### src/rtl/vga_timing_gen.sv
// vga_timing_gen: parametrised raster timing generator (syncs, enables, x/y, line/frame strobes).
// Define VGA_TIMING_FRAME_COUNT_EN to add a wrapping 16-bit frame_count output.
module vga_timing_gen #(
  parameter int H_ACTIVE = 640,
  parameter int H_FP     = 16,
  parameter int H_SYNC   = 96,
  parameter int H_BP     = 48,
  parameter int V_ACTIVE = 480,
  parameter int V_FP     = 10,
  parameter int V_SYNC   = 2,
  parameter int V_BP     = 33,
  parameter int H_POL    = 0,
  parameter int V_POL    = 0,
  parameter int CW       = 10
) (
  input  logic          clk,
  input  logic          rst_n,
  input  logic          pix_en,
  output logic          h_sync,
  output logic          v_sync,
  output logic          h_display,
  output logic          v_display,
  output logic          display,
  output logic [CW-1:0] x,
  output logic [CW-1:0] y,
  output logic          line_start,
  output logic          frame_start
`ifdef VGA_TIMING_FRAME_COUNT_EN
  ,
  output logic [15:0]   frame_count
`endif
);
  localparam int H_TOTAL = H_ACTIVE + H_FP + H_SYNC + H_BP;
  localparam int V_TOTAL = V_ACTIVE + V_FP + V_SYNC + V_BP;
  localparam int HW = $clog2(H_TOTAL);
  localparam int VW = $clog2(V_TOTAL);
  localparam logic [HW-1:0] H_LAST = HW'(H_TOTAL - 1);
  localparam logic [HW-1:0] H_ACT  = HW'(H_ACTIVE);
  localparam logic [HW-1:0] H_SS   = HW'(H_ACTIVE + H_FP);
  localparam logic [HW-1:0] H_SE   = HW'(H_ACTIVE + H_FP + H_SYNC);
  localparam logic [VW-1:0] V_LAST = VW'(V_TOTAL - 1);
  localparam logic [VW-1:0] V_ACT  = VW'(V_ACTIVE);
  localparam logic [VW-1:0] V_SS   = VW'(V_ACTIVE + V_FP);
  localparam logic [VW-1:0] V_SE   = VW'(V_ACTIVE + V_FP + V_SYNC);
  localparam logic HP = H_POL[0];
  localparam logic VP = V_POL[0];

  generate
    if (H_ACTIVE < 1 || H_FP < 1 || H_SYNC < 1 || H_BP < 1 ||
        V_ACTIVE < 1 || V_FP < 1 || V_SYNC < 1 || V_BP < 1) begin : g_bad_region
      $error("vga_timing_gen: every timing region must be at least 1");
    end
    if (((H_ACTIVE - 1) >> CW) != 0 || ((V_ACTIVE - 1) >> CW) != 0) begin : g_bad_cw
      $error("vga_timing_gen: CW too small for the active area");
    end
  endgenerate

  logic [HW-1:0] r_h_cnt;
  logic [HW-1:0] w_h_nxt;
  logic [VW-1:0] r_v_cnt;
  logic [VW-1:0] w_v_nxt;
  logic          w_h_wrap;
  logic          w_v_wrap;
  logic          w_hd;
  logic          w_vd;

  always_comb begin
    w_h_wrap = r_h_cnt == H_LAST;
    w_v_wrap = r_v_cnt == V_LAST;
    w_h_nxt  = w_h_wrap ? '0 : r_h_cnt + 1'b1;
    w_v_nxt  = !w_h_wrap ? r_v_cnt : w_v_wrap ? '0 : r_v_cnt + 1'b1;
    w_hd     = w_h_nxt < H_ACT;
    w_vd     = w_v_nxt < V_ACT;
  end

  // Outputs are decoded from the next count so they line up with the counters.
  always_ff @(posedge clk or negedge rst_n) begin
    if (!rst_n) begin
      r_h_cnt     <= H_LAST;
      r_v_cnt     <= V_LAST;
      h_sync      <= ~HP;
      v_sync      <= ~VP;
      h_display   <= 1'b0;
      v_display   <= 1'b0;
      display     <= 1'b0;
      x           <= '0;
      y           <= '0;
      line_start  <= 1'b0;
      frame_start <= 1'b0;
    end else begin
      line_start  <= pix_en && w_h_wrap;
      frame_start <= pix_en && w_h_wrap && w_v_wrap;
      if (pix_en) begin
        r_h_cnt   <= w_h_nxt;
        r_v_cnt   <= w_v_nxt;
        h_sync    <= (w_h_nxt >= H_SS && w_h_nxt < H_SE) ? HP : ~HP;
        v_sync    <= (w_v_nxt >= V_SS && w_v_nxt < V_SE) ? VP : ~VP;
        h_display <= w_hd;
        v_display <= w_vd;
        display   <= w_hd && w_vd;
        x         <= w_hd ? CW'(w_h_nxt) : '0;
        y         <= w_vd ? CW'(w_v_nxt) : '0;
      end
    end
  end

`ifdef VGA_TIMING_FRAME_COUNT_EN
  logic [15:0] r_frame_count;
  always_ff @(posedge clk or negedge rst_n) begin
    if (!rst_n) r_frame_count <= '0;
    else if (pix_en && w_h_wrap && w_v_wrap) r_frame_count <= r_frame_count + 16'd1;
  end
  assign frame_count = r_frame_count;
`endif
endmodule

### config.mk
export PLATFORM = sky130hd
export DESIGN_NAME = vga_timing_gen
export DESIGN_NICKNAME = d
export VERILOG_FILES = /design/src/rtl/vga_timing_gen.sv
export SDC_FILE = /design/constraint.sdc
export NUM_CORES = 1
export LEC_CHECK = 0
export ABC_AREA = 0
export BUFFER_PORTS_ARGS = -buffer_cell sky130_fd_sc_hd__buf_2
export CAP_MARGIN = 20
export CORE_MARGIN = 5
export CORE_UTILIZATION = 50
export DETAILED_ROUTE_END_ITERATION = 10
export PLACE_DENSITY_LB_ADDON = 0.2
export SLEW_MARGIN = 10
export SYNTH_ARGS = -nofsm -noshare
export SYNTH_HDL_FRONTEND = slang
export SYNTH_SLANG_ARGS = --single-unit
### constraint.sdc
create_clock -name clk -period 5.1 [get_ports clk]
set_input_delay 0.255 -clock clk [delete_from_list [all_inputs] [get_ports clk]]
set_output_delay 0.255 -clock clk [all_outputs]
set_load 0.01 [all_outputs]
### After elaboration in Yosys (flattened, before gate mapping)

Cells that the tools add are included.

| word-level totals | value |
|---|---|
| bits in registers | 47 |
| output and inout port bits | 27 |
| word-level logic and storage cells | 33 |

| cells by class | value |
|---|---|
| add/sub/neg operators | 2 |
| order comparisons | 6 |
| eq/ne operators | 2 |
| multiplexer cells | 7 |
| reductions and logical operators | 5 |

Operators with widths:

| cell | count |
|---|---|
| $mux W10 | 5 |
| $add A10 B1 Y10 const B | 2 |
| $eq A10 B10 Y1 const B | 2 |
| $lt A10 B10 Y1 const B | 2 |
| $lt A10 B9 Y1 const B | 2 |
| $ge A10 B10 Y1 const B | 1 |
| $ge A10 B9 Y1 const B | 1 |
| $logic_and A1 B1 Y1 | 5 |
| $mux W1 | 2 |

### Longest topological paths before layout

Gate-level depths: netlist of the first run.

| depth | value |
|---|---|
| depth after elaboration | 6 |
| depth in mapped cells | 9 |
| gate-level depth less buffers | 8 |

### Worst setup path after synthesis of the first run

OpenSTA, ideal clock, no wires.

| timing path | value |
|---|---|
| path type | flip-flop to flip-flop |
| from | register r_h_cnt[0] |
| to | register y[3] |
| setup time | 92 ps |
| data arrival time | 2299 ps |
| required time | 5008 ps |
| slack | 2709 ps |
| stages on the path, launching flop included | 9 |
| path buffers | 1 |
| period minus slack after synthesis | 2391 ps |
| cells stage by stage | dfstp_2 > ha_1 > nand4_1 > nor4_4 > xnor2_1 > nor4_4 > or2_1 > buf_6 > o31ai_2 |

| on the way | value |
|---|---|
| longest elaborated chain between the ends | 4 |

RTL lines:

| what | RTL line | RTL |
|---|---|---|
| start, declared | 58 | `logic [HW-1:0] r_h_cnt;` |
| start signal, assigned | 94 | `r_h_cnt <= w_h_nxt;` |
| $eq A10 B10 Y1 (*) | 68 | `w_h_wrap = r_h_cnt == H_LAST;` |
| $mux W10 (*) | 71 | `w_v_nxt = !w_h_wrap ? r_v_cnt : w_v_wrap ? '0 : r_v_cnt + 1'b1;` |
| $lt A10 B9 Y1 | 73 | `w_vd = w_v_nxt < V_ACT;` |
| $mux W10 (*) | 102 | `y <= w_vd ? CW'(w_v_nxt) : '0;` |
| end signal, assigned | 102 |  |
| end, declared | 25 | `output logic [CW-1:0] y,` |

Every way passes the cells marked *; elsewhere a longest branch is shown, timed or not.
A chain may end at the register's enable or synchronous reset.

### Worst setup path in the final report of the first run

| timing path | value |
|---|---|
| from | register r_h_cnt[0] |
| to | register y[7] |

The elaborated chain is that of the path after synthesis.

==> results of run 1 <==
## final timing paths
check	startpoint	endpoint	slack (ps)	cells after the start
setup / recovery	r_h_cnt[0]	y[7]	2020	7
hold / removal	rst_n	y[8]	420	2
setup reg to reg	r_h_cnt[0]	y[7]	2020	7
hold reg to reg	x[0]	x[0]	490	2
max in group asynchronous	rst_n	r_v_cnt[9]	4110	3
min in group clk	x[0]	x[0]	490	2
## worst max-delay path, stage by stage, from the launching register on
cell and delay, ps:
dfstp_2 600, ha_1 310, and4_1 350, and3_1 490, nand2_1 160, o2bb2ai_1 460, or2_1 480, o2bb2ai_2 110
## kinds of logic (layout without fill, tap and decap cells)
group | Yosys count | count (layout) | synth area share
flops | 47 | 47 | 0.455
fa+ha+maj | 5 | 5 | 0.0229
compound gates | 68 | 68 | 0.195
xor+xnor | 14 | 14 | 0.0468
mux | 3 | 3 | 0.0120
buf+inv | 28 | 48 | 0.0483
simple gates | 112 | 112 | 0.220
## power breakdown
part           total (mW)  internal [mW]  switching [mW]  leakage (nW)
Combinational       0.367          0.157           0.210         0.625
Sequential          0.580          0.469           0.111         0.597
Clock               0.287          0.159           0.128        0.0612
## metal layers
| metal | wire [um] | global-route usage | vias up |
|---|---|---|---|
| met2 | 2500 | 0.269 | 59 |
| met3 | 298 | 0.0293 | 7 |
| met5 | 0 | 0 | - |
| met4 | 57 | 0.0664 | 0 |
| li1 | - | - | 1032 |
| met1 | 3080 | 0.302 | 984 |
## cells in the mapped netlist, types with 4 or more instances
master     number
nand2_1        40
dfrtp_1        35
nor2_1         22
a31oi_1        12
clkbuf_1       12
dfstp_2        12
nand3_1        12
nor3_1         10
xnor2_1        10
o21ai_0         9
a21oi_1         8
inv_1           8
o21ai_1         7
o2bb2ai_1       7
o2bb2ai_2       6
buf_2           5
nand4_1         5
and3_1          4
ha_1            4
xor2_1          4
## cells in the final DEF, fill, tap and decap left out, types with 3 or more instances in the layout
master and count:
nand2_1 40, dfrtp_1 35, buf_2 29, nor2_1 22, nand3_1 12, a31oi_1 12, dfstp_2 12, nor3_1 10
xnor2_1 10, o21ai_0 9, inv_1 8, a21oi_1 8, o21ai_1 7, o2bb2ai_1 7, o2bb2ai_2 6, clkbuf_8 6
nand4_1 5, xor2_1 4, and3_1 4, ha_1 4, and2_1 3, a21o_1 3
## state kept, by name (all words and copies together) (netlist names)
register	cells
display	1
frame_start	1
h_display	1
h_sync	1
line_start	1
r_h_cnt	10
r_v_cnt	10
v_display	1
v_sync	1
x	10
y	10
## layout make-up
class | instances | share of cell area
clock buffers | 6 | 0.0284
clock inverters | 2 | 0.0120
inverters | 8 | 0.0103
multi-input cells | 202 | 0.447
flip-flops and latches | 47 | 0.409
well taps | 70 | 0.0301
repair buffers | 32 | 0.0628
## metrics by stage
| step | hold slack [ps] | power [mW] | setup WS [ps] | cell area, um^2 | utilization |
|---|---|---|---|---|---|
| after floorplan | -40.6 | 0.842 | 2710 | 2620 | - |
| after CTS | 166 | 1.24 | 2070 | 2880 | 0.564 |
| final | 420 | 1.23 | 2020 | 2910 | 0.570 |
| after global placement | 459 | 0.940 | 2080 | 2760 | 0.541 |
| after global routing | 457 | 1.32 | 1880 | 2910 | 0.570 |
| after detailed placement | 463 | 0.948 | 2090 | 2760 | 0.541 |
==> impl_metrics.ini, run 1 <==
[sta]
period_minus_slack_ps = 3080
worst_margin_slew_ps = 977
worst_slew_margin = 0.345
fin_tns_setup_ps = 0
report.final.setup_viol = 0
finalCritPeriodShare = 0.604
slew_violations = 0
timing_hold_violations_final = 0
grt_setup_unrepaired = no
worst_clock_skew_ps = 7.46
clock.fmax_mhz = 325

[logic_synthesis]
ys.flop_type = dfrtp_1
async_reset_ff_frac = 1.00
post_synth_inst_count = 277
ys_ff_latch = 47
share_of_yosys_cell_area_claimed_by_the_top_area_cell_type = 0.335
yosys.area.top_type = dfrtp_1
syn_nets = 284
yosysWarningCount = 0
mappedNetlistArea_mm2 = 0.00262
yosysUniqueCellTypes = 51
synth_edf_count = 0
seq_area_frac_synth = 0.455
syn_area_per_cell_um2 = 9.45
netlist_top_cells_area = dfrtp_1 (33%), dfstp_2 (12%), nand2_1 (5.7%)

[worst_setup_path]
crit_path_start_kind = flip-flop
worstSetupPathType = reg2reg
crit_path_end_kind = flip-flop
cp_data_required_time_ps = 5280
critPathMaxFanout = 12
cp_data_arrival_time_ps = 3260

[placed_design]
globalplace.congestion = 0.879
detailed_place_hpwl_um = 3950
post-place-cells = 357
port-buffer-count = 29

[clock_tree]
master_cell_of_the_clock_root_buffer = clkbuf_8
clock_sinks = 47
cts-buffers-inserted = 5
cts_resized = 0
htree_levels = 2
postCtsSetupBuffers = 0
clock_tree.buffer_depth = 2
clk-insertion-delay-late_ps = 300
cts_hold_buffers = 0
tritoncts = done
clkSlewWorstSetupHoldPaths_ps = 90

[global_routing]
initial_antenna_violation_count = 0
globalRouteOverflowTotal = 0
wire_length_of_the_first_global_routing_pass_um = 10000
first_global_vias = 1962
gr-usage-all-layers = 0.194
largest_net_degree_at_the_start_of_global_routing = 48

[routing]
via_per_inst = 5.67
route.detailed.drc = 0
routed_wire_length_per_instance_um = 16.2
drt_pre_antenna_iters = 7
drt.antenna.violating_nets = 0
routed-via-count = 2082
drt_iter0_drc = 197
route.final.wire_length_um = 5940

[layout]
regArea_mm2 = 0.00119
diode_count = 0
final_cells = 367
num-nets-final = 303
n_fill_cell = 462
final_layout_size_suffix_gt1_frac = 0.219
multiInputGateArea_mm2 = 0.00130
areaGrowthSynthToFinish_pct = 11.1

[floorplan]
dieHeight_um = 82.4
floorplan.die_area_mm2 = 0.00678
floorplan.die.width_um = 82.4
std_cell_rows = 26
core_mm2 = 0.00511
initial_cell_density_of_the_core = 0.512
floorplan.io_pins = 30

[power_and_ir_drop]
power_density_mw_per_mm2 = 424
worst_ir_drop_vdd_v = 0.000219
cellLeakagePower_nw = 1.28

[flow_run]
max_cap_viol_count = 0

[min_path]
hold_class = in2async

[status]
run_status = finished clean
No activity file was read; power rests on OpenSTA's default activity.
==> inputs of run 2 (changes only) <==
==> constraint.sdc (replaced) <==
create_clock -name clk -period 2.8 [get_ports clk]
set_input_delay 0.14 -clock clk [delete_from_list [all_inputs] [get_ports clk]]
set_output_delay 0.14 -clock clk [all_outputs]
set_load 0.01 [all_outputs]
==> run 2 against run 1 <==
Effect of this change:
- first-iteration DRC count increased by 2.0%
- clock power rose by 43%
- clock skew is 0.92 ps higher
- worst setup slack lost 1800 ps
- via count rose by 0.91%
- register-to-register slack worse by 1800 ps
- wire length hardly changed
- count of clock-buffer cells in the layout unchanged
- sequential power up 79%
- total power is 75% higher
- critical path type unchanged
- largest cell class unchanged
==> impl_metrics.ini, run 2 (synthesis results as in run 1) <==
[worst_setup_path]
timing.critical_path.cells = ha_1 > nand4_1 > buf_4 > nor4_4 > xnor2_1 > nor4_4 > or2_1 > buf_4 > o31ai_2
r2r_end = y[3]
crit_path_end_kind = flip-flop
cp-startpoint = r_h_cnt[0]
critPathMaxFanout = 8
path_buf_inv = 2
critical-path-slowest-cell = dfstp_2
r2r.worst_path.cells = 9
crit_family = simple AND/OR/NAND/NOR gates
critical_path.reg2reg.startpoint = r_h_cnt[0]
cp_data_required_time_ps = 3020
worstSetupEndpoint = y[3]
crit_path_start_kind = flip-flop
critical_path_cell_count = 9
cp_data_arrival_time_ps = 2760
worstSetupPathType = reg2reg
slowest_delay_ps = 600
setup.reg_to_reg.worst_slack_ps = 260

[global_routing]
first_global_vias = 1945
largest_net_degree_at_the_start_of_global_routing = 48
gr-usage-all-layers = 0.191
globalRouteOverflowTotal = 0
wire_length_of_the_first_global_routing_pass_um = 9900
initial_antenna_violation_count = 0

[routing]
drt.antenna.violating_nets = 0
via_per_inst = 5.59
routed_wire_length_per_instance_um = 15.8
route.detailed.drc = 0
drt_pre_antenna_iters = 4
drt_iter0_drc = 201
routed-via-count = 2101
route.final.wire_length_um = 5940

[floorplan]
core_mm2 = 0.00511
initial_cell_density_of_the_core = 0.512
floorplan.io_pins = 30
floorplan.die.width_um = 82.4
dieHeight_um = 82.4
std_cell_rows = 26
floorplan.die_area_mm2 = 0.00678

[sta]
worst_slew_margin = 0.657
finalCritPeriodShare = 0.906
slew_violations = 0
grt_setup_unrepaired = no
worst_margin_slew_ps = 511
clock.fmax_mhz = 394
worst_clock_skew_ps = 8.38
period_minus_slack_ps = 2540
fin_tns_setup_ps = 0
timing_hold_violations_final = 0
final_critical_path_setup_slack_ps = 262
report.final.setup_viol = 0

[power_and_ir_drop]
power.switching_fraction = 0.377
p_int_mw = 1.35
switchingPower_mw = 0.816
worst_ir_drop_vdd_v = 0.000350
power.share.clock = 0.189
power_density_mw_per_mm2 = 735
p_comb_frac = 0.331
cellLeakagePower_nw = 1.31
pwr-share-seq = 0.481

[placed_design]
globalplace.congestion = 0.945
post-place-cells = 365
detailed_place_hpwl_um = 4000
pre_cts_ws_ps = 150
port-buffer-count = 29

[layout]
final_cells = 376
final_layout_size_suffix_gt1_frac = 0.239
diode_count = 0
areaGrowthSynthToFinish_pct = 12.5
num-nets-final = 312
final_cell_mix = nand2_1 (40), dfrtp_1 (35), buf_2 (29)
layout_commonest_cell = nand2_1

[clock_tree]
clkSlewWorstSetupHoldPaths_ps = 90
clock_tree.buffer_depth = 2
htree_levels = 2
cts-buffers-inserted = 5
clock_sinks = 47
clk-insertion-delay-late_ps = 310
master_cell_of_the_clock_root_buffer = clkbuf_8
tritoncts = done

[min_path]
hold_class = in2async

[flow_run]
max_cap_viol_count = 0

[status]
run_status = finished clean
-- run 2: cell count changes in the layout (fill, tap and decap cells not counted) --
cell,before,now
a2111oi_0,1,0
buf_4,1,10
bufinv_16,1,0
clkinvlp_4,0,1
clkbuf_1,0,1
clkbuf_8,6,5
a2111oi_1,0,1
-- run 2: routing by layer --
layer	wire length, um	global-route usage	vias to the layer above
li1	-	-	1049
met1	2960	0.292	981
met2	2540	0.254	59
met3	329	0.0466	12
met4	104	0.0748	0
met5	0	0	-
-- run 2: per-stage QoR --
step	power [mW]	hold slack (ps)	cell area (um^2)	util
final	2.17	250	2950	0.577
after global routing	2.32	282	2950	0.577
after CTS	2.17	46.4	2910	0.569
after detailed placement	1.76	388	2820	0.552
after global placement	1.75	372	2820	0.552
after floorplan	1.53	-156	2620	-
-- run 2: how the worst min path moves through the flow --
stage          start      end  slack (ps)
2_1_floorplan  rst_n  display        -160
3_3_place_gp   rst_n     x[2]         370
3_5_place_dp   rst_n     x[1]         390
4_1_cts        rst_n     x[1]          50
5_1_grt        rst_n     x[2]         280
6_report       rst_n     x[1]         250
-- run 2: what timing repair did --
| action | 4_1_cts | 5_1_grt |
|---|---|---|
| hold buffers | 0 | 1 |
| resized for setup | 0 | 1 |
| setup endpoints to repair | 0 | 9 |
| setup buffers | 0 | 1 |
| hold endpoints to repair | 0 | 9 |
-- run 2: final cells by class --
class,count,area [um^2]
Clock buffer,6,72.6
Clock inverter,2,12.5
Fill cell,479,2160
Inverter,8,30.0
Multi-Input combinational cell,202,1300
Sequential cell,47,1190
Tap cell,70,87.6
Timing Repair Buffer,41,250
-- run 2: power by group through the flow --
stage	Combinational (mW)	Clock, mW	Sequential, mW
finish	0.716	0.409	1.04
global route	0.800	0.447	1.07
floorplan	0.557	0	0.977
detailed placement	0.711	0	1.05
global placement	0.705	0	1.04
CTS	0.715	0.422	1.04
